--- src/rtl/flappy_game_ctrl_if.sv ---
// flappy_game_ctrl_if
//   Groups the game-sequencer signals between the input front-end, the
//   datapath and the sequencer itself.
//   Player/datapath events (driven by the master side):
//     i_Frame_end    one-cycle pulse per video frame
//     i_Flap_SW      debounced flap switch level
//     i_RX_DV        UART byte valid strobe
//     i_RX_Byte[7:0] UART byte, qualified by i_RX_DV
//     i_Dead         bird collided or left the screen
//     i_Pipe_Passed  one-cycle pulse when a pipe is cleared
//   Sequencer controls (driven by the slave side, i.e. flappy_game_ctrl):
//     o_Game_Reset   one-cycle datapath reinitialise pulse
//     o_Start        high while playing
//     o_Bounce       one-cycle flap pulse to the bird FSM
//     o_Freeze       high when the datapath must hold motion
//     o_Score_Ones/o_Score_Tens  BCD score digits
//     o_State[1:0]   current game phase for debug/overlay
interface flappy_game_ctrl_if;
  logic       i_Frame_end;
  logic       i_Flap_SW;
  logic       i_RX_DV;
  logic [7:0] i_RX_Byte;
  logic       i_Dead;
  logic       i_Pipe_Passed;
  logic       o_Game_Reset;
  logic       o_Start;
  logic       o_Bounce;
  logic       o_Freeze;
  logic [3:0] o_Score_Ones;
  logic [3:0] o_Score_Tens;
  logic [1:0] o_State;

  modport master (
    output i_Frame_end, i_Flap_SW, i_RX_DV, i_RX_Byte, i_Dead, i_Pipe_Passed,
    input  o_Game_Reset, o_Start, o_Bounce, o_Freeze, o_Score_Ones,
           o_Score_Tens, o_State
  );

  modport slave (
    input  i_Frame_end, i_Flap_SW, i_RX_DV, i_RX_Byte, i_Dead, i_Pipe_Passed,
    output o_Game_Reset, o_Start, o_Bounce, o_Freeze, o_Score_Ones,
           o_Score_Tens, o_State
  );
endinterface

--- src/rtl/flappy_game_ctrl.sv ---
// flappy_game_ctrl
//   Top-level game sequencer. Converts switch edges and UART bytes into
//   start/bounce/reset controls, tracks the game phase and keeps a
//   saturating two-digit BCD score.
//   Ports:
//     i_Clk      system clock (pixel clock domain)
//     i_Reset_n  asynchronous active-low reset
//     bus        flappy_game_ctrl_if.slave: events in, controls/score out
module flappy_game_ctrl #(
  parameter int unsigned DEATH_FRAMES = 60,
  parameter logic [7:0]  FLAP_BYTE    = 8'h20,
  parameter logic [7:0]  RESET_BYTE   = 8'h72
) (
  input logic              i_Clk,
  input logic              i_Reset_n,
  flappy_game_ctrl_if.slave bus
);

  localparam logic [1:0] IDLE  = 2'b00;
  localparam logic [1:0] PLAY  = 2'b01;
  localparam logic [1:0] DYING = 2'b10;
  localparam logic [1:0] OVER  = 2'b11;

  localparam logic [7:0] LAST_FRAME = 8'(DEATH_FRAMES - 1);

  logic [1:0] state;
  logic       sw_q;
  logic [7:0] death_cnt;
  logic [3:0] score_ones;
  logic [3:0] score_tens;
  logic       game_reset;
  logic       bounce;

  logic       flap;
  logic       rst_cmd;
  logic       score_max;

  // A flap is either a fresh switch press or a flap byte over UART.
  assign flap    = (bus.i_Flap_SW & ~sw_q) |
                   (bus.i_RX_DV & (bus.i_RX_Byte == FLAP_BYTE));
  assign rst_cmd = bus.i_RX_DV & (bus.i_RX_Byte == RESET_BYTE);
  assign score_max = (score_tens == 4'd9) && (score_ones == 4'd9);

  // Game phase, score and pulse generation. The reset byte overrides every
  // other event; pulses default low so they last exactly one cycle.
  always_ff @(posedge i_Clk or negedge i_Reset_n) begin
    if (!i_Reset_n) begin
      state      <= IDLE;
      sw_q       <= 1'b0;
      death_cnt  <= 8'd0;
      score_ones <= 4'd0;
      score_tens <= 4'd0;
      game_reset <= 1'b0;
      bounce     <= 1'b0;
    end else begin
      sw_q       <= bus.i_Flap_SW;
      game_reset <= 1'b0;
      bounce     <= 1'b0;
      if (rst_cmd) begin
        state      <= IDLE;
        game_reset <= 1'b1;
        score_ones <= 4'd0;
        score_tens <= 4'd0;
        death_cnt  <= 8'd0;
      end else begin
        case (state)
          IDLE: begin
            // The starting flap only launches the game, it does not bounce.
            if (flap) begin
              state      <= PLAY;
              game_reset <= 1'b1;
              score_ones <= 4'd0;
              score_tens <= 4'd0;
            end
          end
          PLAY: begin
            // A pipe cleared on the fatal cycle still counts.
            if (bus.i_Pipe_Passed && !score_max) begin
              if (score_ones == 4'd9) begin
                score_ones <= 4'd0;
                score_tens <= score_tens + 4'd1;
              end else begin
                score_ones <= score_ones + 4'd1;
              end
            end
            if (bus.i_Dead) begin
              state     <= DYING;
              death_cnt <= 8'd0;
            end else if (flap) begin
              bounce <= 1'b1;
            end
          end
          DYING: begin
            if (bus.i_Frame_end) begin
              if (death_cnt == LAST_FRAME)
                state <= OVER;
              if (death_cnt != 8'hFF)
                death_cnt <= death_cnt + 8'd1;
            end
          end
          default: begin
            // Score stays visible on the idle screen until the next start.
            if (flap) begin
              state      <= IDLE;
              game_reset <= 1'b1;
            end
          end
        endcase
      end
    end
  end

  assign bus.o_Game_Reset = game_reset;
  assign bus.o_Bounce     = bounce;
  assign bus.o_Start      = (state == PLAY);
  assign bus.o_Freeze     = (state != PLAY);
  assign bus.o_State      = state;
  assign bus.o_Score_Ones = score_ones;
  assign bus.o_Score_Tens = score_tens;

endmodule

--- src/flat_wrapper.sv ---
// flat-port wrapper written by rule: the top's interface ports become plain ports
module flappy_game_ctrl_flat 
#(
  parameter int unsigned DEATH_FRAMES = 60,
  parameter logic [7:0]  FLAP_BYTE    = 8'h20,
  parameter logic [7:0]  RESET_BYTE   = 8'h72
)
  (i_Clk, i_Reset_n, bus_i_Frame_end, bus_i_Flap_SW, bus_i_RX_DV, bus_i_RX_Byte, bus_i_Dead, bus_i_Pipe_Passed, bus_o_Game_Reset, bus_o_Start, bus_o_Bounce, bus_o_Freeze, bus_o_Score_Ones, bus_o_Score_Tens, bus_o_State);
  flappy_game_ctrl_if bus_i ();
  input logic i_Clk;
  input logic i_Reset_n;
  input wire logic [$bits(bus_i.i_Frame_end)-1:0] bus_i_Frame_end;
  input wire logic [$bits(bus_i.i_Flap_SW)-1:0] bus_i_Flap_SW;
  input wire logic [$bits(bus_i.i_RX_DV)-1:0] bus_i_RX_DV;
  input wire logic [$bits(bus_i.i_RX_Byte)-1:0] bus_i_RX_Byte;
  input wire logic [$bits(bus_i.i_Dead)-1:0] bus_i_Dead;
  input wire logic [$bits(bus_i.i_Pipe_Passed)-1:0] bus_i_Pipe_Passed;
  output wire logic [$bits(bus_i.o_Game_Reset)-1:0] bus_o_Game_Reset;
  output wire logic [$bits(bus_i.o_Start)-1:0] bus_o_Start;
  output wire logic [$bits(bus_i.o_Bounce)-1:0] bus_o_Bounce;
  output wire logic [$bits(bus_i.o_Freeze)-1:0] bus_o_Freeze;
  output wire logic [$bits(bus_i.o_Score_Ones)-1:0] bus_o_Score_Ones;
  output wire logic [$bits(bus_i.o_Score_Tens)-1:0] bus_o_Score_Tens;
  output wire logic [$bits(bus_i.o_State)-1:0] bus_o_State;
  assign bus_i.i_Frame_end = bus_i_Frame_end;
  assign bus_i.i_Flap_SW = bus_i_Flap_SW;
  assign bus_i.i_RX_DV = bus_i_RX_DV;
  assign bus_i.i_RX_Byte = bus_i_RX_Byte;
  assign bus_i.i_Dead = bus_i_Dead;
  assign bus_i.i_Pipe_Passed = bus_i_Pipe_Passed;
  assign bus_o_Game_Reset = bus_i.o_Game_Reset;
  assign bus_o_Start = bus_i.o_Start;
  assign bus_o_Bounce = bus_i.o_Bounce;
  assign bus_o_Freeze = bus_i.o_Freeze;
  assign bus_o_Score_Ones = bus_i.o_Score_Ones;
  assign bus_o_Score_Tens = bus_i.o_Score_Tens;
  assign bus_o_State = bus_i.o_State;
  flappy_game_ctrl #(.DEATH_FRAMES(DEATH_FRAMES), .FLAP_BYTE(FLAP_BYTE), .RESET_BYTE(RESET_BYTE)) u_core (.i_Clk(i_Clk), .i_Reset_n(i_Reset_n), .bus(bus_i));
endmodule
--- config.mk ---
export PLATFORM = sky130hd
export DESIGN_NAME = flappy_game_ctrl_flat
export DESIGN_NICKNAME = d
export VERILOG_FILES = /design/src/rtl/flappy_game_ctrl_if.sv /design/src/rtl/flappy_game_ctrl.sv /design/src/flat_wrapper.sv
export SDC_FILE = /design/constraint.sdc
export NUM_CORES = 1
export LEC_CHECK = 0
export BUFFER_PORTS_ARGS = -buffer_cell sky130_fd_sc_hd__buf_2
export CORE_UTILIZATION = 45
export DETAILED_ROUTE_END_ITERATION = 8
export HOLD_SLACK_MARGIN = 0.02
export PLACE_DENSITY = 0.68
export SYNTH_ARGS = -nofsm -noshare
export SYNTH_HDL_FRONTEND = slang
export SYNTH_SLANG_ARGS = --single-unit
--- constraint.sdc ---
create_clock -name i_Clk -period 2.5 [get_ports i_Clk]
set_input_delay 0.5 -clock i_Clk [delete_from_list [all_inputs] [get_ports i_Clk]]
set_output_delay 0.5 -clock i_Clk [all_outputs]
set_load 0.03 [all_outputs]
# [After elaboration in Yosys (flattened, before gate mapping)]
# Index checks and enable logic that the tools add are counted.
[classes] addsub=3 bitwise_logic=5 n_eq_ne=16 muxes=27 n_reduce_logical=12
[ops] cell="2-to-1 mux 8 bit" n=4
[ops] cell="2-to-1 mux 4 bit" n=7
[ops] cell="equality test 8 x 6 -> 1 bit, second input constant" n=2
[ops] cell="case mux 4 bit (2 select lines)" n=2
[ops] cell="case mux 8 bit (2 select lines)" n=1
[ops] cell="inequality test 3 x 1 -> 1 bit, second input constant" n=5
[ops] cell="2-to-1 mux 2 bit" n=6
[ops] cell="adder 4 x 1 -> 4 bit, second input constant" n=2
[ops] cell="adder 8 x 1 -> 8 bit, second input constant" n=1
[ops] cell="equality test 4 bit, second input constant" n=2
[ops] cell="equality test 8 x 7 -> 1 bit, second input constant" n=1
[ops] cell="inequality test 8 bit, second input constant" n=1
[ops] cell="AND reduction 4 bit" n=2
[ops] cell="2-to-1 mux 1 bit" n=6
[ops] cell="inequality test 3 x 2 -> 1 bit, second input constant" n=2
[ops] cell="case mux 2 bit (3 select lines)" n=1
[ops] cell="nonzero test 3 bit" n=2
[ops] cell="AND reduction 5 bit" n=1
[ops] cell="nonzero test 4 bit" n=1
[ops] cell="bitwise AND 1 bit" n=3
[ops] cell="AND reduction 3 bit" n=1
[ops] cell="equality test 2 x 1 -> 1 bit, second input constant" n=1
[ops] cell="equality test 2 bit, second input constant" n=1
[ops] cell="logical AND 1 bit" n=2
[ops] cell="6 further kinds" n=6
[word_totals] in_bits=15 reg_bits=21 wordCells=70 out_inout_bits=14

# [Logic depth before layout (Yosys ltp)]
# Gate-level depths: netlist (run 1).
[logic_depth] depth_word=7 mapped_depth=9 mapped_depth_nobuf=7

# [Worst setup path after synthesis (run 1)]
# Ideal clock, no wire load.
[synth_path] kind="flip-flop to flip-flop" startpoint="register u_core.state[1], in the netlist u_core.bus.o_State[1]" endpoint="register u_core.death_cnt[5]" n_path_buf=1 setup_ps=92 path_stages_with_launch=9 arrival_time_ps=2509 setup_slack_ps=-101 t_required_ps=2408 cell_sequence="dfrtp_1 -> inv_1 -> ha_1 -> inv_1 -> nor2_1 -> o41a_4 -> or2_1 -> buf_6 -> o31ai_2"
[synth_between] elab_chain_cells=3 elab_cells_between_ends=9 cone_classes="eq/ne: 5; mux: 2; reduce/logical: 2"
[synth_lines] element="start, declared" line_no="flappy_game_ctrl.sv:26" text="logic [1:0] state;"
[synth_lines] element="start signal, assigned" line_no="flappy_game_ctrl.sv:48" text="state <= IDLE;"
[synth_lines] element="start signal, assigned" line_no="flappy_game_ctrl.sv:60" text="state <= IDLE;"
[synth_lines] element="start signal, assigned" line_no="flappy_game_ctrl.sv:70" text="state <= PLAY;"
[synth_lines] element="equality test 2 x 1 -> 1 bit *"
[synth_lines] element="named net bus_o_Start" line_no="flat_wrapper.sv:19" text="output wire logic [$bits(bus_i.o_Start)-1:0] bus_o_Start;"
[synth_lines] element="inequality test 3 x 2 -> 1 bit (no source line), or another cell as far along"
[synth_lines] element="AND reduction 4 bit (no source line) / 2-to-1 mux 8 bit (equally long branches)"
[synth_lines] element="end signal, assigned" line_no="flappy_game_ctrl.sv:98" text="death_cnt <= death_cnt + 8'd1;"
[synth_lines] element="end, declared" line_no="flappy_game_ctrl.sv:28" text="logic [7:0] death_cnt;"
# The timed path passes the listed nets; every way through them passes the cells marked *.
# A chain may end at the register's enable or synchronous reset.

# [Worst setup path in the final report (run 1)]
[layout_path] startpoint="register u_core.state[1], in the netlist u_core.bus.o_State[1]" endpoint="register u_core.death_cnt[6]"
[layout_between] elab_chain_cells=3 elab_cells_between_ends=9 cone_classes="eq/ne: 5; mux: 2; reduce/logical: 2"
[layout_lines] element="equality test 2 bit / equality test 2 x 1 -> 1 bit (equally long branches)" line_no="flappy_game_ctrl.sv:66" text="case (state)"
[layout_lines] element="inequality test 3 x 1 -> 1 bit (no source line), or another cell as far along"
[layout_lines] element="AND reduction 4 bit (no source line) / 2-to-1 mux 8 bit (equally long branches)"
# Parallel ways exist; a longest one is shown, timed or not.

==> results of run 1 <==
-- layout by cell type (no fill, tap or decap), drive strengths merged --
master / n
a211oi: 1
a21oi: 3
and3: 2
and3b: 1
and4b: 1
buf: 31
clkbuf: 3
clkinv: 1
dfrtp: 21
ha: 9
inv: 8
mux2: 1
mux2i: 2
nand2: 7
nand2b: 2
nand3: 8
nand3b: 1
nand4bb: 2
nor2: 13
nor2b: 4
nor3: 4
nor3b: 1
o21ai: 18
o31ai: 9
o32a: 2
o32ai: 1
o41a: 1
o41ai: 4
or2: 3
or3: 4
-- worst max-delay path by stage --
stage / end / cells after the start
2_1_floorplan: u_core.death_cnt[5] / 8
6_report: u_core.death_cnt[6] / 6
3_5_place_dp: u_core.bus.o_Score_Tens[3] / 6
4_1_cts: u_core.death_cnt[6] / 6
3_3_place_gp: u_core.death_cnt[7] / 6
5_1_grt: u_core.death_cnt[6] / 6
-- flip-flops by register name (all words and copies together) (netlist names) --
signal and count:
u_core.death_cnt 8, u_core.bus.o_Score_Ones 4, u_core.bus.o_Score_Tens 4, u_core.bus.o_State 2, u_core.bus.o_Bounce 1, u_core.bus.o_Game_Reset 1, u_core.sw_q 1
-- worst reg2reg max path, stage by stage, from the launching register on --
cell and delay (ns):
dfrtp_1 0.44, inv_1 0.12, ha_1 0.34, nor2_1 0.12, o41a_4 0.54, or2_1 0.37
o41ai_2 0.23
-- layout make-up --
| class | count | area (um2) | share of cell area |
|---|---|---|---|
| tap | 31 | 38.8 | 0.0254 |
| sequential | 21 | 526 | 0.344 |
| clock inverter | 1 | 5.00 | 0.00327 |
| timing repair buffer | 31 | 163 | 0.106 |
| inverter | 8 | 30.0 | 0.0196 |
| clock buffer | 3 | 22.5 | 0.0147 |
| multi-input combinational | 104 | 744 | 0.487 |
-- layer usage --
metal | wire length (um) | up-vias | GRT usage
met5 | 0 | - | 0
met4 | 27 | 0 | 0.0732
met3 | 166 | 4 | 0.0323
met2 | 1450 | 38 | 0.338
met1 | 1390 | 572 | 0.263
li1 | - | 564 | -
-- cell families after synthesis --
| kind of cell | share of synthesized area |
|---|---|
| adders and majority gates | 0.0842 |
| DFF | 0.393 |
| AOI/OAI and AO/OA | 0.228 |
| buffers and inverters | 0.0505 |
| muxes | 0.0234 |
| and+or+nand+nor | 0.221 |
-- metrics by stage --
stage	worst slack [ns]	hold slack, ns	total power, W	util
after floorplan	0.00152	0.204	0.000960	-
after global placement	0.280	0.481	0.00111	0.540
after detailed placement	0.150	0.485	0.00113	0.540
after CTS	0.247	0.140	0.00130	0.550
after global routing	0.0950	0.141	0.00139	0.550
final	0.261	0.128	0.00129	0.550
-- power by group through the flow --
stage	Combinational (W)	Clock [W]	Sequential, W
global route	0.000760	0.000195	0.000437
finish	0.000695	0.000170	0.000428
CTS	0.000695	0.000175	0.000429
floorplan	0.000470	0	0.000491
global placement	0.000675	0	0.000431
detailed placement	0.000690	0	0.000436
==> results.md, run 1 <==
- Status: finished, final reports clean
- Clk pwr share: 0.132
- Core Rows: 19
- Dpl cells: just under 200
- Sw frac: 0.459
- Sequential Power Share: 0.331
- Largest area contributor in the netlist: dfrtp_1
- Initial antenna violation count: 0
- TNS Setup: 0 ns
- Period utilization: 0.895
- #FFs+latches synth: 21
- Total CTS buffers: 3
- Measured slew at the worst slew-check pin: 0.773 ns
- Port Buf Inserts: 28
- Ant. Diodes: 0
- Drt first pass iters: 4
- Count leader, synth: dfrtp_1
- Clk buf depth: 2
- CP top delay family: compound AO/OA/AOI/OAI gates
- WP buf/inv: 1
- CP Capture Type: flop
- WS Path Type: reg -> reg
- DRC errors left: 0
- Largest stage delay, worst path: about 0.54 ns
- Post-synthesis sequential area ratio: 0.393
- Postcts setup bufs: 0
- Syn Nets: ~160
- Yosys cell types: 33
- Post-CTS Hold Buffers: 0
- Critical path launch point type: flop
- Fin. Hold Viols: 0
- CP Max Fanout: 10
- CP arrival: around 2.5 ns
- Syn Inst Count: about 140
- Combinational share of power: 0.537
- Power Density: 846 mW/mm2
- RSZ-0062 raised after global routing: no
- Max Fclk: around 0.45 GHz
- EDFF count, synth: 0
- Final Non-Filler Cells: just under 200
- Final wirelength: between 3000 and 4000 um
- Power Internal: between 0.0006 and 0.0007 W
- Top-area cell type share of the netlist area: 0.393
- Initial Utilization: 0.481
- Critical Path Start: u_core.bus.o_State[1]
- GPL Wtd Cong: 0.802
- IO Pins: 29
- Die area: between 0.003 and 0.004 mm2
- Fin crit period: approximately 2.2 ns
- H-tree depth: 1
- Synth async-reset ratio: 1.00
- Net Switching: approximately 0.0006 W
- CTS resizes: 0
- Wirelength per Cell: 15.2 um
- Critical Path RT: about 2.7 ns
- Die Span X: approximately 57 um
- NumNets Final: approximately 190
- Drt initial violations: 48
- Largest net degree at the start of global routing: 22
- Total core area: between 0.002 and 0.003 mm2
- Remaining Overflow, GRT: 0
- Top cells by area, synth: dfrtp_1 (39%), ha_1 (8.4%), o21ai_1 (5.6%)
- Fin area: between 0.0015 and 0.002 mm2
- R2R Setup Slk: between 0.2 and 0.3 ns
- Clock latency on the worst-skew pair: 0.30 ns
- Critical Path, Cell by Cell: inv_1, ha_1, nor2_1, o41a_4, or2_1, o41ai_2
- Tightest Hold Check Type: in -> async
- Number of global-route vias before repair: about 1200
- Clk root buf: clkbuf_4
- Mean Syn Cell Area: 9.76 um2
- Slew headroom: 0.483
- Reg-to-reg critical path startpoint: u_core.bus.o_State[1]
- Max IR drop VDD: around 0.62 mV
- First-pass GRT wire length: about 5100 um
- Max stage delay cell, worst path: o41a_4
- R2R Path End: u_core.death_cnt[6]
- Commonest cells in the synthesized netlist: dfrtp_1 (21), o21ai_1 (15), nor2_1 (13)
- CTS tree: yes
- Synthesized area: around 0.0013 mm2
- Chip Height: approximately 57 um
- Yosys warnings: 0
- Ys flop type: dfrtp_1
- Via Count: between 1000 and 1500
- Clk sinks: 21
- Antenna viol nets, final: 0
- Post-DP Area: about 0.0015 mm2
- Leak: 0.717 nW
- Share of cells above drive strength 1: 0.274
- Fill count: between 200 and 300
- Final setup fails: 0
- Post-Route Skew: 0.00121 ns
- Post-detail-place hpwl: between 2000 and 2500 um
- MaxCap Viol Count: 0
- Tot GR Track Use: 0.202
- Final Slew Violations: 0
- Clk slew on worst S/H paths: 0.13 ns
- Area growth, synth to finish: 14.3%
- Reg2reg path depth: 6
- Vias/cell: ~5.9
Note: power is estimated with default switching activity, not from simulation.
==> inputs of run 2 (changes only) <==
PLACE_DENSITY = 0.78   (was 0.68)
==> results.md, run 2 (synthesis gave the netlist of run 1 again) <==
- Clock latency on the worst-skew pair: 0.30 ns
- Tot GR Track Use: 0.184
- Die Span X: roughly 57 um
- Place WS: around 0.20 ns
- Tightest Hold Check Type: in -> async
- Via Count: around 1100
- GPL Wtd Cong: 0.814
- Setup WS post-layout: between 0.2 and 0.3 ns
- Total CTS buffers: 3
- CTS resizes: 0
- Number of global-route vias before repair: approximately 1000
- R2R Path End: u_core.death_cnt[5]
- CP Max Fanout: 10
- Reg-to-reg critical path startpoint: u_core.bus.o_State[1]
- Period utilization: 0.888
- MaxCap Viol Count: 0
- NumNets Final: about 190
- Max IR drop VDD: 0.754 mV
- Dpl cells: around 190
- Clk sinks: 21
- Vias/cell: 5.76
- Initial Utilization: 0.481
- Total core area: between 0.002 and 0.003 mm2
- Drt first pass iters: 4
- Port Buf Inserts: 28
- Clk buf depth: 2
- TNS Setup: 0 ns
- Antenna viol nets, final: 0
- R2R Setup Slk: between 0.2 and 0.3 ns
- Power Density: between 800 and 900 mW/mm2
- RSZ-0062 raised after global routing: no
- Critical Path RT: 2.71 ns
- Core Rows: 19
- Ant. Diodes: 0
- Max Fclk: about 0.45 GHz
- Fin. Hold Viols: 0
- Final core occ: 0.547
- Commonest non-fill, non-tap cell in the layout: buf_2
- Wirelength per Cell: ~13 um
- Biggest register: u_core.death_cnt
- Initial antenna violation count: 0
- Max FFs per register: 8
- CTS tree: yes
- Largest net degree at the start of global routing: 22
- Leak: 0.710 nW
- Status: finished, final reports clean
- WHS: approximately 0.13 ns
- CP Capture Type: flop
- Area growth, synth to finish: 13.7%
- DRC errors left: 0
- Post-CTS Hold Buffers: 0
- H-tree depth: 1
- Final Slew Violations: 0
- Reg2reg path depth: 6
- Remaining Overflow, GRT: 0
- Fin crit period: ~2.2 ns
- Clk root buf: clkbuf_4
- Share of cells above drive strength 1: 0.263
- First-pass GRT wire length: 4600 um
- WS Path Type: reg -> reg
- Die area: 0.00319 mm2
- Post-Route Skew: between 0.004 and 0.005 ns
- Post-detail-place hpwl: between 2000 and 2500 um
- Final setup fails: 0
- Critical path launch point type: flop
- Drt initial violations: 14
- Measured slew at the worst slew-check pin: a little under 0.8 ns
- IO Pins: 29
- Slew headroom: 0.478
- Postcts setup bufs: 0
- Most frequent cells in the layout: buf_2 (28), dfrtp_1 (21), o21ai_1 (15), nor2_1 (13), ha_1 (9)
- CP arrival: ~2.4 ns
- Chip Height: roughly 57 um
- Final Non-Filler Cells: approximately 200
- Clk slew on worst S/H paths: about 0.11 ns
- Final wirelength: about 2600 um
run 2: how the worst max path moves through the flow:
stage,start,end,depth (start not counted)
floorplan,u_core.bus.o_State[1],u_core.death_cnt[5],8
global placement,bus_i_RX_Byte[7],u_core.bus.o_Score_Tens[3],6
detailed placement,bus_i_RX_Byte[7],u_core.bus.o_Score_Tens[3],6
CTS,u_core.bus.o_State[1],u_core.death_cnt[5],6
global route,u_core.bus.o_State[1],u_core.death_cnt[5],6
finish,u_core.bus.o_State[1],u_core.death_cnt[5],6
run 2: metal layers:
| layer | GRT usage | up-vias | routed length [um] |
|---|---|---|---|
| met3 | 0.0253 | 5 | 104 |
| met5 | 0 | - | 0 |
| li1 | - | 563 | - |
| met4 | 0.0732 | 0 | 45 |
| met2 | 0.289 | 31 | 1240 |
| met1 | 0.256 | 541 | 1240 |
run 2: layout make-up:
class / instances / area [um2]
repair buffers: 30 / 155
fillers: 229 / 1260
flip-flops and latches: 21 / 526
multi-input cells: 104 / 744
well taps: 31 / 38.8
inverters: 8 / 30.0
clock buffers: 4 / 26.3
run 2: worst max-delay path: stages, from the launching register on:
cell and delay, ns:
dfrtp_1 0.42, inv_1 0.11, ha_1 0.31, nor2_1 0.11, o41a_4 0.53, or2_1 0.37
o31ai_2 0.27
run 2: power by group:
| part | internal, W | switching (W) |
|---|---|---|
| Clock | 0.0000623 | 0.0000990 |
| Sequential | 0.000384 | 0.0000413 |
| Combinational | 0.000248 | 0.000429 |
run 2: stage by stage:
stage	area, um2	power, W
finish	1520	0.00126
floorplan	1340	0.000960
global route	1520	0.00137
global placement	1490	0.00109
CTS	1520	0.00127
detailed placement	1490	0.00111
==> inputs of run 3 (changes only) <==
REMOVE_ABC_BUFFERS = 1   (was unset)
==> results.md, run 3 (synthesis gave the netlist of run 1 again) <==
- Wirelength per Cell: ~15 um
- Largest net degree at the start of global routing: 22
- Period utilization: 0.886
- Drt initial violations: 50
- Multi-input combinational cell area: between 700 and 800 um2
- Vias/cell: just under 6
- Remaining Overflow, GRT: 0
- Max IR drop VDD: roughly 0.58 mV
- Die area: ~0.0032 mm2
- Combinational share of power: 0.535
- Clk root buf: clkbuf_4
- Sequential Power Share: 0.333
- Via Count: 1145
- Setup WS post-layout: 0.285 ns
- Power Density: approximately 840 mW/mm2
- CP Capture Type: flop
- Max Fclk: about 0.45 GHz
- Largest stage delay, worst path: around 0.54 ns
- Most common cell on crit path: inv_1
- Post-DP Area: 0.00149 mm2
- Max FFs per register: 8
- Clk slew on worst S/H paths: around 0.13 ns
- Critical path launch point type: flop
- WP buf/inv: 2
- Antenna viol nets, final: 0
- Reg2reg path depth: 7
- Clk pwr share: 0.131
- Status: finished, final reports clean
- Drt first pass iters: 4
- Chip Height: between 50 and 60 um
- Tot GR Track Use: 0.196
- CTS resizes: 0
- Post-detail-place hpwl: ~2200 um
- Postcts setup bufs: 0
- Initial antenna violation count: 0
- Post-CTS Hold Buffers: 0
- First-pass GRT wire length: a little under 5000 um
- R2R Path End: u_core.death_cnt[6]
- Final Slew Violations: 0
- Ant. Diodes: 0
- Register area: approximately 530 um2
- Final wirelength: 2930 um
- GPL Wtd Cong: between 0.8 and 0.9
- NumNets Final: ~190
- Net Switching: 0.000589 W
- Post-Route Skew: about 0.016 ns
- Critical Path RT: 2.72 ns
- RSZ-0062 raised after global routing: no
- Fin. Hold Viols: 0
- IO Pins: 29
- CP Max Fanout: 10
- Area growth, synth to finish: 13.8%
- Port Buf Inserts: 28
- Clock latency on the worst-skew pair: 0.31 ns
- R2R Setup Slk: 0.29 ns
- Power Internal: around 0.0007 W
- Leak: about 0.71 nW
- Max stage delay cell, worst path: o41a_4
- Die Span X: between 50 and 60 um
- Final setup fails: 0
- Initial Utilization: 0.481
- Slew headroom: 0.525
- WHS: between 0.1 and 0.15 ns
- Sw frac: 0.460
- Measured slew at the worst slew-check pin: between 0.7 and 0.8 ns
- Critical Path, Cell by Cell: inv_1, ha_1, inv_1, nor2_1, o41a_4, or2_1, o41ai_2
- WS Path Type: reg -> reg
- CTS tree: yes
- Fill count: 258
- Clk sinks: 21
- H-tree depth: 1
- Fin area: around 0.0015 mm2
- Total CTS buffers: 3
- Share of cells above drive strength 1: 0.263
- Number of global-route vias before repair: between 1000 and 1500
- Commonest non-fill, non-tap cell in the layout: buf_2
- Fin crit period: about 2.2 ns
- Reg-to-reg critical path startpoint: u_core.bus.o_State[1]
- Total core area: between 0.002 and 0.003 mm2
- CP top delay family: compound AO/OA/AOI/OAI gates
- Core Rows: 19
- DRC errors left: 0
- Biggest register: u_core.death_cnt
- Most frequent cells in the layout: buf_2 (28), dfrtp_1 (21), o21ai_1 (15), nor2_1 (13), ha_1 (9)
- Place WS: ~0.22 ns
- MaxCap Viol Count: 0
- Tightest Hold Check Type: in -> async
- Clk buf depth: 2
- CP arrival: ~2.4 ns
run 3: cell types whose count changed in the layout (fill, tap and decap cells not counted), sizes merged:
cell / previous run / this run
clkbuf: 4 / 3
clkinv: 0 / 1
run 3: layout make-up:
class                   count  area share
clock buffers               3      0.0148
flip-flops and latches     21       0.345
well taps                  31      0.0255
repair buffers             30       0.102
clock inverters             1     0.00329
multi-input cells         104       0.489
inverters                   8      0.0197
run 3: power groups by stage:
stage          Sequential, W  Combinational, W  Clock, W
2_1_floorplan       0.000491          0.000426         0
3_3_place_gp        0.000430          0.000659         0
3_5_place_dp        0.000433          0.000679         0
4_1_cts             0.000426          0.000686  0.000177
5_1_grt             0.000434          0.000763  0.000183
6_report            0.000427          0.000685  0.000168
run 3: metrics by stage:
step / util / cells / power (W) / setup TNS [ns]
2_1_floorplan: - / 133 / 0.000917 / -0.305
3_3_place_gp: 0.537 / 194 / 0.00109 / 0
3_5_place_dp: 0.537 / 194 / 0.00111 / 0
4_1_cts: 0.547 / 198 / 0.00129 / 0
5_1_grt: 0.547 / 198 / 0.00138 / 0
6_report: 0.547 / 198 / 0.00128 / 0
run 3: how the worst max path moves through the flow:
stage	slack [ns]	startpoint	end	depth (start not counted)
floorplan	-0.09	u_core.bus.o_State[1]	u_core.death_cnt[5]	7
global placement	0.30	bus_i_RX_Byte[7]	u_core.death_cnt[5]	6
detailed placement	0.22	bus_i_RX_Byte[1]	u_core.bus.o_Score_Tens[3]	6
CTS	0.28	u_core.bus.o_State[1]	u_core.death_cnt[6]	7
global route	0.18	u_core.bus.o_State[1]	u_core.death_cnt[7]	7
finish	0.29	u_core.bus.o_State[1]	u_core.death_cnt[6]	7
run 3: per-layer routing:
metal,GRT usage,part of all wire,vias to the layer above
li1,-,-,565
met1,0.238,0.42,540
met2,0.336,0.51,33
met3,0.0553,0.051,7
met4,0.0592,0.015,0
met5,0,0,-
run 3: worst reg2reg max path, cell delays in order (launching register included):
cell	delay, ns
dfrtp_1	0.41
inv_1	0.09
ha_1	0.28
inv_1	0.12
nor2_1	0.07
o41a_4	0.54
or2_1	0.37
o41ai_2	0.24
